==> config.mk <==
export PLATFORM = sky130hd
export DESIGN_NAME = multicycle_ctrl_flat
export DESIGN_NICKNAME = d
export VERILOG_FILES = /design/src/rtl/multicycle_ctrl_pkg.sv /design/src/rtl/multicycle_ctrl_if.sv /design/src/rtl/multicycle_ctrl_alu_op_decode.sv /design/src/rtl/multicycle_ctrl.sv /design/src/flat_wrapper.sv
export SDC_FILE = /design/constraint.sdc
export NUM_CORES = 1
export LEC_CHECK = 0
export CAP_MARGIN = 20
export CORE_ASPECT_RATIO = 0.6
export CORE_MARGIN = 3
export CORE_UTILIZATION = 30
export DETAILED_ROUTE_END_ITERATION = 10
export SETUP_SLACK_MARGIN = 0.15
export SLEW_MARGIN = 30
export SYNTH_ARGS = -nofsm -noshare
export SYNTH_HDL_FRONTEND = slang
export SYNTH_HIERARCHICAL = 1
export SYNTH_SLANG_ARGS = --single-unit
==> constraint.sdc <==
create_clock -name clk -period 2.03 [get_ports clk]
set_clock_uncertainty 0.2 [all_clocks]
set_input_delay 0.406 -clock clk [delete_from_list [all_inputs] [get_ports clk]]
set_output_delay 0.406 -clock clk [all_outputs]
set_load 0.02 [all_outputs]
==> src/rtl/multicycle_ctrl_pkg.sv <==
// Shared encodings for the multi-cycle CPU control unit: FSM states, MIPS
// opcode/funct fields, ALU operation codes and datapath mux select codes.
package multicycle_ctrl_pkg;

  localparam logic [3:0] S_IDLE    = 4'd0;
  localparam logic [3:0] S_FETCH   = 4'd1;
  localparam logic [3:0] S_DECODE  = 4'd2;
  localparam logic [3:0] S_MEM_ADR = 4'd3;
  localparam logic [3:0] S_MEM_RD  = 4'd4;
  localparam logic [3:0] S_MEM_WB  = 4'd5;
  localparam logic [3:0] S_MEM_WR  = 4'd6;
  localparam logic [3:0] S_R_EXE   = 4'd7;
  localparam logic [3:0] S_R_WB    = 4'd8;
  localparam logic [3:0] S_I_EXE   = 4'd9;
  localparam logic [3:0] S_I_WB    = 4'd10;
  localparam logic [3:0] S_BRANCH  = 4'd11;
  localparam logic [3:0] S_JUMP    = 4'd12;

  localparam logic [5:0] OP_RTYPE = 6'b000000;
  localparam logic [5:0] OP_LW    = 6'b100011;
  localparam logic [5:0] OP_SW    = 6'b101011;
  localparam logic [5:0] OP_ADDI  = 6'b001000;
  localparam logic [5:0] OP_ANDI  = 6'b001100;
  localparam logic [5:0] OP_ORI   = 6'b001101;
  localparam logic [5:0] OP_SLTI  = 6'b001010;
  localparam logic [5:0] OP_BEQ   = 6'b000100;
  localparam logic [5:0] OP_BNE   = 6'b000101;
  localparam logic [5:0] OP_J     = 6'b000010;

  localparam logic [5:0] FN_ADD = 6'b100000;
  localparam logic [5:0] FN_SUB = 6'b100010;
  localparam logic [5:0] FN_AND = 6'b100100;
  localparam logic [5:0] FN_OR  = 6'b100101;
  localparam logic [5:0] FN_NOR = 6'b100111;
  localparam logic [5:0] FN_SLT = 6'b101010;

  localparam logic [2:0] ALU_ADD = 3'b000;
  localparam logic [2:0] ALU_AND = 3'b001;
  localparam logic [2:0] ALU_NOR = 3'b010;
  localparam logic [2:0] ALU_SLT = 3'b011;
  localparam logic [2:0] ALU_OR  = 3'b100;
  localparam logic [2:0] ALU_SUB = 3'b101;

  localparam logic [1:0] SRCB_B      = 2'b00;
  localparam logic [1:0] SRCB_FOUR   = 2'b01;
  localparam logic [1:0] SRCB_IMM    = 2'b10;
  localparam logic [1:0] SRCB_IMM_SH = 2'b11;

  localparam logic [1:0] PCSRC_ALU    = 2'b00;
  localparam logic [1:0] PCSRC_ALUOUT = 2'b01;
  localparam logic [1:0] PCSRC_JUMP   = 2'b10;

endpackage

==> src/rtl/multicycle_ctrl_if.sv <==
// Controller <-> datapath/memory signal bundle; master is the control unit.
interface multicycle_ctrl_if;
  logic [5:0] opcode;
  logic [5:0] funct;
  logic       Zero;
  logic       mem_ready;
  logic       mem_req;
  logic       mem_we;
  logic       iord;
  logic       ir_write;
  logic       pc_write;
  logic       reg_write;
  logic       reg_dst;
  logic       mem_to_reg;
  logic       alu_src_a;
  logic [1:0] alu_src_b;
  logic [1:0] pc_source;
  logic [2:0] ALUOp;
  logic       illegal;
  logic       bus_err;

  modport master (
    input  opcode, funct, Zero, mem_ready,
    output mem_req, mem_we, iord, ir_write, pc_write, reg_write, reg_dst,
           mem_to_reg, alu_src_a, alu_src_b, pc_source, ALUOp, illegal, bus_err
  );

  modport slave (
    output opcode, funct, Zero, mem_ready,
    input  mem_req, mem_we, iord, ir_write, pc_write, reg_write, reg_dst,
           mem_to_reg, alu_src_a, alu_src_b, pc_source, ALUOp, illegal, bus_err
  );
endinterface

==> src/rtl/multicycle_ctrl_alu_op_decode.sv <==
// Combinational opcode/funct -> ALU operation map with a legality flag.
module alu_op_decode
  import multicycle_ctrl_pkg::*;
(
  input  logic [5:0] opcode,
  input  logic [5:0] funct,
  output logic [2:0] alu_op,
  output logic       valid
);

  always_comb begin
    alu_op = ALU_ADD;
    valid  = 1'b0;
    case (opcode)
      OP_RTYPE: begin
        valid = 1'b1;
        case (funct)
          FN_ADD:  alu_op = ALU_ADD;
          FN_SUB:  alu_op = ALU_SUB;
          FN_AND:  alu_op = ALU_AND;
          FN_OR:   alu_op = ALU_OR;
          FN_NOR:  alu_op = ALU_NOR;
          FN_SLT:  alu_op = ALU_SLT;
          default: valid  = 1'b0;
        endcase
      end
      OP_ADDI: begin alu_op = ALU_ADD; valid = 1'b1; end
      OP_ANDI: begin alu_op = ALU_AND; valid = 1'b1; end
      OP_ORI:  begin alu_op = ALU_OR;  valid = 1'b1; end
      OP_SLTI: begin alu_op = ALU_SLT; valid = 1'b1; end
      default: valid = 1'b0;
    endcase
  end

endmodule

==> src/rtl/multicycle_ctrl.sv <==
// Multi-cycle MIPS control FSM: instruction sequencing, datapath strobes and
// memory handshake with a wait-cycle timeout that aborts back to FETCH.
module multicycle_ctrl
  import multicycle_ctrl_pkg::*;
#(
  parameter int unsigned MEM_TIMEOUT = 255
) (
  input logic              clk,
  input logic              rst_n,
  multicycle_ctrl_if.master bus
);

  logic [3:0] state, next_state;
  logic [5:0] op_q;
  logic [2:0] alu_q;
  logic [7:0] wait_cnt;
  logic       abort;
  logic [2:0] dec_op;
  logic       dec_valid;
  logic       timeout_hit;

  logic       mreq, mwe, iord, irw, pcw, rw, rdst, m2r, sa, ill, berr;
  logic [1:0] sb, ps;
  logic [2:0] aop;

  alu_op_decode u_alu_op_decode (
    .opcode (op_q),
    .funct  (bus.funct),
    .alu_op (dec_op),
    .valid  (dec_valid)
  );

  // abort marks the cycle after a timeout: request dropped, error pulsed
  assign timeout_hit = mreq && !bus.mem_ready && (wait_cnt == 8'(MEM_TIMEOUT));

  always_comb begin
    next_state = state;
    mreq = 1'b0; mwe  = 1'b0; iord = 1'b0; irw = 1'b0; pcw = 1'b0;
    rw   = 1'b0; rdst = 1'b0; m2r  = 1'b0; sa  = 1'b0; ill = 1'b0; berr = 1'b0;
    sb   = SRCB_B;
    ps   = PCSRC_ALU;
    aop  = ALU_ADD;
    if (abort) begin
      berr       = 1'b1;
      next_state = S_FETCH;
    end else begin
      case (state)
        S_IDLE: next_state = S_FETCH;
        S_FETCH: begin
          mreq = 1'b1;
          sb   = SRCB_FOUR;
          if (bus.mem_ready) begin
            irw        = 1'b1;
            pcw        = 1'b1;
            next_state = S_DECODE;
          end
        end
        S_DECODE: begin
          sb = SRCB_IMM_SH;
          case (bus.opcode)
            OP_LW, OP_SW:                     next_state = S_MEM_ADR;
            OP_RTYPE:                         next_state = S_R_EXE;
            OP_ADDI, OP_ANDI, OP_ORI, OP_SLTI: next_state = S_I_EXE;
            OP_BEQ, OP_BNE:                   next_state = S_BRANCH;
            OP_J:                             next_state = S_JUMP;
            default: begin
              ill        = 1'b1;
              next_state = S_FETCH;
            end
          endcase
        end
        S_MEM_ADR: begin
          sa         = 1'b1;
          sb         = SRCB_IMM;
          next_state = (op_q == OP_SW) ? S_MEM_WR : S_MEM_RD;
        end
        S_MEM_RD: begin
          mreq = 1'b1;
          iord = 1'b1;
          if (bus.mem_ready) next_state = S_MEM_WB;
        end
        S_MEM_WB: begin
          rw         = 1'b1;
          m2r        = 1'b1;
          next_state = S_FETCH;
        end
        S_MEM_WR: begin
          mreq = 1'b1;
          mwe  = 1'b1;
          iord = 1'b1;
          if (bus.mem_ready) next_state = S_FETCH;
        end
        S_R_EXE: begin
          sa  = 1'b1;
          aop = dec_op;
          if (dec_valid) next_state = S_R_WB;
          else begin
            ill        = 1'b1;
            next_state = S_FETCH;
          end
        end
        S_R_WB: begin
          rw         = 1'b1;
          rdst       = 1'b1;
          aop        = alu_q;
          next_state = S_FETCH;
        end
        S_I_EXE: begin
          sa         = 1'b1;
          sb         = SRCB_IMM;
          aop        = dec_op;
          next_state = S_I_WB;
        end
        S_I_WB: begin
          rw         = 1'b1;
          aop        = alu_q;
          next_state = S_FETCH;
        end
        S_BRANCH: begin
          sa         = 1'b1;
          aop        = ALU_SUB;
          ps         = PCSRC_ALUOUT;
          pcw        = ((op_q == OP_BEQ) && bus.Zero) || ((op_q == OP_BNE) && !bus.Zero);
          next_state = S_FETCH;
        end
        S_JUMP: begin
          ps         = PCSRC_JUMP;
          pcw        = 1'b1;
          next_state = S_FETCH;
        end
        default: next_state = S_IDLE;
      endcase
    end
  end

  always_ff @(posedge clk or negedge rst_n) begin
    if (!rst_n) begin
      state    <= S_IDLE;
      op_q     <= '0;
      alu_q    <= ALU_ADD;
      wait_cnt <= '0;
      abort    <= 1'b0;
    end else begin
      state <= next_state;
      abort <= timeout_hit;
      if (state == S_DECODE) op_q <= bus.opcode;
      if (state == S_R_EXE || state == S_I_EXE) alu_q <= dec_op;
      // any cycle without an outstanding stalled request restarts the count
      if (mreq && !bus.mem_ready && !timeout_hit) wait_cnt <= wait_cnt + 8'd1;
      else wait_cnt <= '0;
    end
  end

  assign bus.mem_req    = mreq;
  assign bus.mem_we     = mwe;
  assign bus.iord       = iord;
  assign bus.ir_write   = irw;
  assign bus.pc_write   = pcw;
  assign bus.reg_write  = rw;
  assign bus.reg_dst    = rdst;
  assign bus.mem_to_reg = m2r;
  assign bus.alu_src_a  = sa;
  assign bus.alu_src_b  = sb;
  assign bus.pc_source  = ps;
  assign bus.ALUOp      = aop;
  assign bus.illegal    = ill;
  assign bus.bus_err    = berr;

endmodule

==> src/flat_wrapper.sv <==
// flat-port wrapper written by rule: the top's interface ports become plain ports
module multicycle_ctrl_flat import multicycle_ctrl_pkg::*;
#(
  parameter int unsigned MEM_TIMEOUT = 255
)
  (clk, rst_n, bus_opcode, bus_funct, bus_Zero, bus_mem_ready, bus_mem_req, bus_mem_we, bus_iord, bus_ir_write, bus_pc_write, bus_reg_write, bus_reg_dst, bus_mem_to_reg, bus_alu_src_a, bus_alu_src_b, bus_pc_source, bus_ALUOp, bus_illegal, bus_bus_err);
  multicycle_ctrl_if bus_i ();
  input logic clk;
  input logic rst_n;
  input wire logic [$bits(bus_i.opcode)-1:0] bus_opcode;
  input wire logic [$bits(bus_i.funct)-1:0] bus_funct;
  input wire logic [$bits(bus_i.Zero)-1:0] bus_Zero;
  input wire logic [$bits(bus_i.mem_ready)-1:0] bus_mem_ready;
  output wire logic [$bits(bus_i.mem_req)-1:0] bus_mem_req;
  output wire logic [$bits(bus_i.mem_we)-1:0] bus_mem_we;
  output wire logic [$bits(bus_i.iord)-1:0] bus_iord;
  output wire logic [$bits(bus_i.ir_write)-1:0] bus_ir_write;
  output wire logic [$bits(bus_i.pc_write)-1:0] bus_pc_write;
  output wire logic [$bits(bus_i.reg_write)-1:0] bus_reg_write;
  output wire logic [$bits(bus_i.reg_dst)-1:0] bus_reg_dst;
  output wire logic [$bits(bus_i.mem_to_reg)-1:0] bus_mem_to_reg;
  output wire logic [$bits(bus_i.alu_src_a)-1:0] bus_alu_src_a;
  output wire logic [$bits(bus_i.alu_src_b)-1:0] bus_alu_src_b;
  output wire logic [$bits(bus_i.pc_source)-1:0] bus_pc_source;
  output wire logic [$bits(bus_i.ALUOp)-1:0] bus_ALUOp;
  output wire logic [$bits(bus_i.illegal)-1:0] bus_illegal;
  output wire logic [$bits(bus_i.bus_err)-1:0] bus_bus_err;
  assign bus_i.opcode = bus_opcode;
  assign bus_i.funct = bus_funct;
  assign bus_i.Zero = bus_Zero;
  assign bus_i.mem_ready = bus_mem_ready;
  assign bus_mem_req = bus_i.mem_req;
  assign bus_mem_we = bus_i.mem_we;
  assign bus_iord = bus_i.iord;
  assign bus_ir_write = bus_i.ir_write;
  assign bus_pc_write = bus_i.pc_write;
  assign bus_reg_write = bus_i.reg_write;
  assign bus_reg_dst = bus_i.reg_dst;
  assign bus_mem_to_reg = bus_i.mem_to_reg;
  assign bus_alu_src_a = bus_i.alu_src_a;
  assign bus_alu_src_b = bus_i.alu_src_b;
  assign bus_pc_source = bus_i.pc_source;
  assign bus_ALUOp = bus_i.ALUOp;
  assign bus_illegal = bus_i.illegal;
  assign bus_bus_err = bus_i.bus_err;
  multicycle_ctrl #(.MEM_TIMEOUT(MEM_TIMEOUT)) u_core (.clk(clk), .rst_n(rst_n), .bus(bus_i));
endmodule
* Yosys cells after proc, flatten, opt, wreduce, memory -nomap -nowiden *
Cells that the tools add are included.

storage, ports and cells
  RAM bits = 0
  output and inout bits = 18
  bits in registers = 22
  bits of input ports = 16
  logic and storage cells = 115
  ROM bits = 0
  bits in latches = 0
  memories = 0

operators by class
  bitwise logic cells = 0
  shift-type cells = 0
  reductions and logical operators = 28
  order comparisons = 0
  $mul = 0
  $add $sub $neg = 1
  equal/unequal tests = 38
  divide/modulo/power cells = 0
  multiplexer cells = 43

operator list
  kind                                                                     count
  6-bit equality test, second input constant                               9
  6-bit by 4-bit equality test with 1-bit output, second input constant    8
  4-bit case mux with 8 select lines                                       1
  6-bit by 3-bit equality test with 1-bit output, second input constant    4
  1-bit 2-to-1 mux                                                         23
  4-bit equality test, second input constant                               5
  4-bit 2-to-1 mux                                                         5
  4-bit case mux with 5 select lines                                       1
  4-bit by 3-bit equality test with 1-bit output, second input constant    4
  3-bit case mux with 5 select lines                                       1
  6-bit logical NOT                                                        2
  3-bit case mux with 4 select lines                                       1
  2-bit OR reduction                                                       6
  4-bit OR reduction                                                       3
  6-bit OR reduction                                                       2
  10-bit OR reduction                                                      1
  3-bit by 2-bit inequality test with 1-bit output, second input constant  3
  3-bit case mux with 3 select lines                                       1
  8-bit by 1-bit adder with 8-bit output, second input constant            1
  4-bit by 2-bit equality test with 1-bit output, second input constant    2
  8-bit equality test, second input constant                               1
  8-bit 2-to-1 mux                                                         1
  6-bit by 2-bit equality test with 1-bit output, second input constant    1
  2-bit 2-to-1 mux                                                         3
  other kinds (12)                                                         21

* Logic depth before layout (Yosys ltp) *
Gate-level depths: netlist of run 1.

  depth after elaboration = 9
  gate-level depth with buffers = 7
  depth with buffers taken out = 7

* Hierarchy *
The synthesis of run 1 kept the hierarchy.

by module, submodules not included
  module           area each (µm²)  seq. area each (µm²)  cells each  instances
  multicycle_ctrl  1,460.2          550.5                 161         1
  alu_op_decode    187.7            0.0                   28          1

* Worst setup path after synthesis of run 1 *
Ideal clock, no wire load.

  path kind = register to output
  start = reg u_core.state[1]
  end = out bus_alu_src_b[0]
  cell stages (with the launch flop) = 4
  path buffers = 1
  slack = -0.452 ns
  required time = 1.424 ns
  data arrival time = 1.876 ns
  cell sequence = dfrtp_1 > buf_1 > nand2b_1 > a2111oi_0

between the ends
  word-level cells in the longest chain between the ends = 4
  elaborated cells between the ends (all ways) = 7
  those cells by class = eq/ne (4); mux (2); reduce/logical (1)

ends and longest elaborated chain
  element                                                                                       RTL line                source
  start, declared                                                                               multicycle_ctrl.sv:13   logic [3:0] state, next_state;
  start signal, assigned                                                                        multicycle_ctrl.sv:144  state <= next_state;
  4-bit by 2-bit equality test with 1-bit output / 4-bit equality test (equally long branches)  multicycle_ctrl.sv:47   case (state)
  2-bit OR reduction (no line)                                                                  n/a
  2-bit case mux with 3 select lines (*)                                                        multicycle_ctrl.sv:47
  2-bit 2-to-1 mux (*)                                                                          multicycle_ctrl.sv:43   if (abort) begin
  end, declared                                                                                 flat_wrapper.sv:23      output wire logic [$bits(bus_i.alu_src_b)-1:0] bus_alu_src_b;

Mark *: on every way between the ends. The rest lies on a longest branch, timed or not.

* Worst setup path after layout of run 1 *
  start = in bus_funct[2]
  end = out bus_ALUOp[2]

between the ends
  word-level cells in the longest chain between the ends = 5
  elaborated cells between the ends (all ways) = 9
  those cells by class = eq/ne (5); mux (4)

ends and longest elaborated chain
  element                                 RTL line                             source
  start, declared                         flat_wrapper.sv:11                   input wire logic [$bits(bus_i.funct)-1:0] bus_funct;
  6-bit equality test                     multicycle_ctrl_alu_op_decode.sv:17  case (funct)
  3-bit case mux with 5 select lines (*)  multicycle_ctrl_alu_op_decode.sv:17
  3-bit case mux with 4 select lines (*)  multicycle_ctrl_alu_op_decode.sv:14  case (opcode)
  via u_core.dec_op[2]                    multicycle_ctrl.sv:18                logic [2:0] dec_op;
  3-bit case mux with 3 select lines (*)  multicycle_ctrl.sv:47
  3-bit 2-to-1 mux (*)                    multicycle_ctrl.sv:43
  end, declared                           flat_wrapper.sv:25                   output wire logic [$bits(bus_i.ALUOp)-1:0] bus_ALUOp;

Mark *: on every way through the listed nets, which the timed path passes. The rest lies on a longest branch.

==> results.yml, run 1 <==
worst_setup_path:
  worstReg2RegStart: "u_core/op_q[5]"
  cp.arrival_ns: 1.87
  reg2reg_depth: 10
  r2r_slack_ns: -0.24
  critical_path_peak_fanout: 6
  criticalPathCategory: "input pin to primary output"
  r2r-end: "u_core/state[0]"
  crit_required_ns: 1.42
  end_kind: "primary output"
  worst_setup_path_start_kind: "input pin"
clock_tree:
  cts.sink_count: 22
  path_clk_slew_ns: 0.08
  clk_path_buf_depth: 2
  cts_buffers: 3
  clockRootBuffer: "clkbuf_8"
  h-tree-depth: 1
  worstSkewPairLatency_ns: 0.27
  cts_tree: "done"
detailed_routing:
  wl_per_cell_um: 14.87
  drt_iter0_drc: 108
  top_layer_used: "met3"
  route.met3.wl_um: 219
  ant_nets: 0
  drt-met1-wl_um: 2824
  viasPerCell: 5.053
  drcViolationCount: 0
  wirelength_um: 5563
  dr_wl_met2_um: 2519
  vias: 1890
  dr.pass1.iters: 4
die:
  dieArea_sq_um: 6447
  die_w_um: 101.7
  die_y_um: 63.41
  num_io_pins: 34
  core_sq_um: 5180
  start_util_pct: 31.81
  rows: 20
sta:
  fin_crit_sh_pct: 122.0
  drv_slew: 0
  min_period_ns: 2.477
  setup_ws_ns: -0.4471
  hold_ws_ns: 0.2931
  rsz0062_at_grt: "yes"
  worst_slew_pin_slew_ns: 0.3276
  hold_viol_final: 0
  fmax_mhz: 403.7
  setup_viol: 22
  slew_headroom_pct: 77.93
power:
  ir_drop_uv: 793.5
  powerDensity_nw_per_um2: 1130
  total_power_w: 0.003695
  cellLeakagePower_nw: 1.402
placed_design:
  hpwl_um: 3888
  dp.cells: 348
  gp_congestion: 0.8448
  portBuffers: 33
grt:
  grt_remaining_overflow: 0
  grt_max_degree: 23
  global_route.usage.total_pct: 17.03
  first_global_vias: 1761
  grt_pass1_wl_um: 8756
  antenna_found_initial: 0
yosys:
  synth_top_area_share_pct: 33.41
  yosys.area.top_type: "dfrtp_1"
  synth-async-reset-ratio_pct: 100.0
  yosys.cell_count.top_type: "dfrtp_1"
  synth.avg_cell_area_sq_um: 8.719
  synth_common_cells: "dfrtp_1 (22), nor2_1 (21), a21oi_1 (12), nand2_1 (11)"
  post_synth_num_cell_types: 56
  ys_seq_area_share_pct: 33.41
  synth_edf_count: 0
  syn-instance-count: 189
  synthTopCellsByArea: "dfrtp_1 (33%), mux2_1 (6.2%), nor2_1 (4.8%)"
  synth_area_sq_um: 1648
  synth_ff_type: "dfrtp_1"
  yosys_warnings: 6
  ys_seq_elements: 22
  syn-num-nets: 206
status:
  status: "complete, but fails checks"
  violations: "negative setup slack"
layout:
  drive_gt1_share_pct: 59.42
  area_delta_synth_final_pct: 98.41
  utilization_pct: 63.12
  finalNetCount: 326
  final.fill_count: 439
  antenna_cells: 0
  fin_cells: 374
hold_path:
  hold_class: "input pin to async pin"
run:
  drv_cap: 0
sequential cells by signal (all words and copies together), names as in the netlist:
signal	cells
u_core/alu_q	3
u_core/state	4
u_core/wait_cnt	8
u_core/abort	1
u_core/op_q	6
layout make-up:
class	instances	area, sq um	share of cell area (%)
Sequential cell	22	559.3	17.11
Multi-Input combinational cell	156	1449	44.32
Tap cell	66	82.58	2.526
Clock buffer	4	55.05	1.684
Inverter	4	15.01	0.4592
Timing Repair Buffer	122	1109	33.91
layer usage:
| layer | track usage (%) | vias up |
|---|---|---|
| met5 | 0 | - |
| met4 | 1.824 | 0 |
| met3 | 3.761 | 0 |
| met2 | 23.94 | 31 |
| met1 | 27.01 | 916 |
| li1 | - | 943 |
timing repair:
action,4_1_cts,5_1_grt
pin swaps,30,26
hold buffers,0,0
buffers inserted,16,6
gates resized for setup,179,53
setup endpoints to repair,28,29
placed cells by master (no fill, tap or decap), types with 7 or more instances in the layout:
cell type / instances
a21oi_1: 8
buf_4: 61
buf_6: 44
dfrtp_1: 15
dfrtp_2: 7
dlygate4sd2_1: 7
mux2_1: 9
nand2_1: 8
nand3_1: 7
nor2_1: 7
nor2_4: 9
power by group:
group	switching, W	internal [W]	leakage (nW)	total (W)
combinational	0.00115	0.00147	1.09	0.00262
sequential	0.000179	0.000574	0.279	0.000753
clock	0.000150	0.000173	0.0288	0.000323
total	0.00148	0.00222	1.40	0.00369
metrics by stage:
step / worst slack (ns) / setup TNS (ns) / cell area [sq um]
after CTS: -0.5011 / -3.499 / 3033
after global routing: -0.5494 / -5.279 / 3269
after detailed placement: -1.193 / -11.57 / 2624
after global placement: -1.170 / -11.66 / 2624
final: -0.4471 / -3.407 / 3269
after floorplan: 0.005640 / 0 / 1743
cells by family (layout without fill, tap and decap cells):
logic type,count (synthesis),after routing,share of synthesized area [%]
flops,22,22,33.41
buf+inv,11,130,2.581
mux,13,13,8.884
simple gates,89,89,31.21
compound gates,46,46,19.44
xor+xnor,7,7,3.721
fa+ha+maj,1,1,0.7592
worst max-delay path, cell delays in order:
cell           delay [ns]
dlygate4sd2_1        0.29
nand2b_1             0.18
o21ai_1              0.12
nand4b_1             0.12
a21boi_2             0.20
a21oi_1              0.08
nand3b_1             0.21
a21oi_4              0.14
buf_6                0.13
how the worst max path moves through the flow:
stage | startpoint | end | slack, ns | depth (start not counted)
after floorplan | u_core/op_q[2] | bus_ALUOp[2] | 0.006 | 6
final | bus_funct[2] | bus_ALUOp[2] | -0.45 | 9
after detailed placement | bus_funct[2] | bus_ALUOp[2] | -1.19 | 9
after global routing | u_core/op_q[2] | bus_ALUOp[2] | -0.55 | 7
after CTS | u_core/op_q[5] | bus_ALUOp[0] | -0.50 | 7
after global placement | bus_funct[2] | bus_ALUOp[2] | -1.17 | 9
Note: power is estimated with default switching activity, not from simulation.
==> inputs of run 2 (changes only) <==
Settings changed: CAP_MARGIN 20 to not set.
Clock period 2.03 ns to 2.22 ns, I/O delays scaled along.
==> results.yml, run 2 (synthesis gave the netlist of run 1 again) <==
clock_tree:
  cts.sink_count: 22
  worstSkewPairLatency_ns: 0.26
  cts_tree: "done"
  cts_buffers: 3
  clockRootBuffer: "clkbuf_8"
  clk_path_buf_depth: 2
  h-tree-depth: 1
  path_clk_slew_ns: 0.07
  ctsHoldBuffers: 0
sta:
  rsz0062_at_grt: "yes"
  hold_ws_ns: 0.2898
  slew_headroom_pct: 77.51
  setup_ws_ns: -0.2880
  min_period_ns: 2.508
  hold_viol_final: 0
  worst_slew_pin_slew_ns: 0.3366
  setup_viol: 9
  fin_crit_sh_pct: 113.0
  fmax_mhz: 398.7
  drv_slew: 0
worst_setup_path:
  criticalPathCategory: "input pin to primary output"
  worst_setup_path_start_kind: "input pin"
  cp.arrival_ns: 1.86
  end_kind: "primary output"
  critical_path_peak_fanout: 4
  crit_required_ns: 1.58
die:
  start_util_pct: 31.81
  rows: 20
  num_io_pins: 34
  core_sq_um: 5180
  die_y_um: 63.41
  die_w_um: 101.7
  dieArea_sq_um: 6447
layout:
  final_common_cell: "buf_4"
  area_delta_synth_final_pct: 82.84
  finalNetCount: 317
  regMostFlops: "u_core/wait_cnt"
  antenna_cells: 0
  finish.instance_area_sq_um: 3013
  largest_reg_flops: 8
  drive_gt1_share_pct: 54.70
  final.fill_count: 453
  final_cell_mix: "buf_4 (67), buf_6 (26), dfrtp_1 (17), nor2_2 (11)"
  reg_top3: "u_core/wait_cnt (8), u_core/op_q (6), u_core/state (4)"
detailed_routing:
  ant_nets: 0
  dr.pass1.iters: 4
  drcViolationCount: 0
  drt_iter0_drc: 167
  viasPerCell: 4.984
  wl_per_cell_um: 14.49
  wirelength_um: 5275
  vias: 1814
placed_design:
  hpwl_um: 3795
  portBuffers: 33
  preCtsSetupSlack_ns: -1.052
  placed_area_sq_um: 2569
  gp_congestion: 0.8890
hold_path:
  hold_class: "flop to flop"
power:
  cellLeakagePower_nw: 1.307
  total_power_w: 0.003016
  powerDensity_nw_per_um2: 1001
  ir_drop_uv: 314.5
grt:
  antenna_found_initial: 0
  global_route.usage.total_pct: 16.36
  grt_remaining_overflow: 0
  grt_max_degree: 23
  grt_pass1_wl_um: 8528
  first_global_vias: 1763
status:
  status: "complete, but fails checks"
  violations: "negative setup slack"
run:
  drv_cap: 0
run 2: final timing paths:
check                                   startpoint            endpoint  slack (ns)  cells after the start
worst max-delay path                  bus_funct[4]        bus_ALUOp[2]       -0.29                      8
worst min-delay path            u_core/wait_cnt[0]  u_core/wait_cnt[0]        0.29                      1
worst max register to register     u_core/state[2]     u_core/state[0]       -0.04                     10
worst min register to register  u_core/wait_cnt[0]  u_core/wait_cnt[0]        0.29                      1
max in group asynchronous                    rst_n     u_core/state[2]        1.23                      2
min in group asynchronous                    rst_n      u_core/op_q[0]        0.33                      2
run 2: layer usage:
layer  up-vias  part of all wire [%]  GRT usage (%)
met5         -                     0              0
met2        32                    43          23.37
met1       858                    53          25.44
met4         0                  0.15          2.819
li1        922                     -              -
met3         2                   3.4          3.208
run 2: layout make-up:
| type | count | area [sq um] | area share, % |
|---|---|---|---|
| Clock buffer | 3 | 41.29 | 1.370 |
| Inverter | 4 | 15.01 | 0.4983 |
| Multi-Input combinational cell | 156 | 1349 | 44.77 |
| Sequential cell | 22 | 556.8 | 18.48 |
| Tap cell | 66 | 82.58 | 2.741 |
| Timing Repair Buffer | 113 | 968.4 | 32.14 |
run 2: worst max-delay path, stage by stage:
cell           delay [ns]
dlygate4sd2_1        0.26
nor3b_4              0.26
nand4b_1             0.15
a21boi_2             0.19
a21oi_1              0.08
nand3b_1             0.21
a21oi_4              0.15
buf_6                0.13
run 2: stage by stage:
stage / std cells / TNS (ns) / utilization [%]
5_1_grt: 364 / -3.285 / 58.16
3_3_place_gp: 343 / -7.540 / 49.59
4_1_cts: 354 / -2.099 / 53.89
3_5_place_dp: 343 / -7.635 / 49.59
2_1_floorplan: 189 / 0 / -
6_report: 364 / -1.751 / 58.16
run 2: what timing repair did:
action                     CTS  global route
pin swaps                   28            26
setup buffers                8            10
cloned                       0             0
setup endpoints to repair   20            28
gates resized for setup    150            42
run 2: where the power goes:
group	internal, W	total [W]	switching [W]
clock network	0.000121	0.000246	0.000125
registers	0.000522	0.000665	0.000144
logic	0.00115	0.00210	0.000952
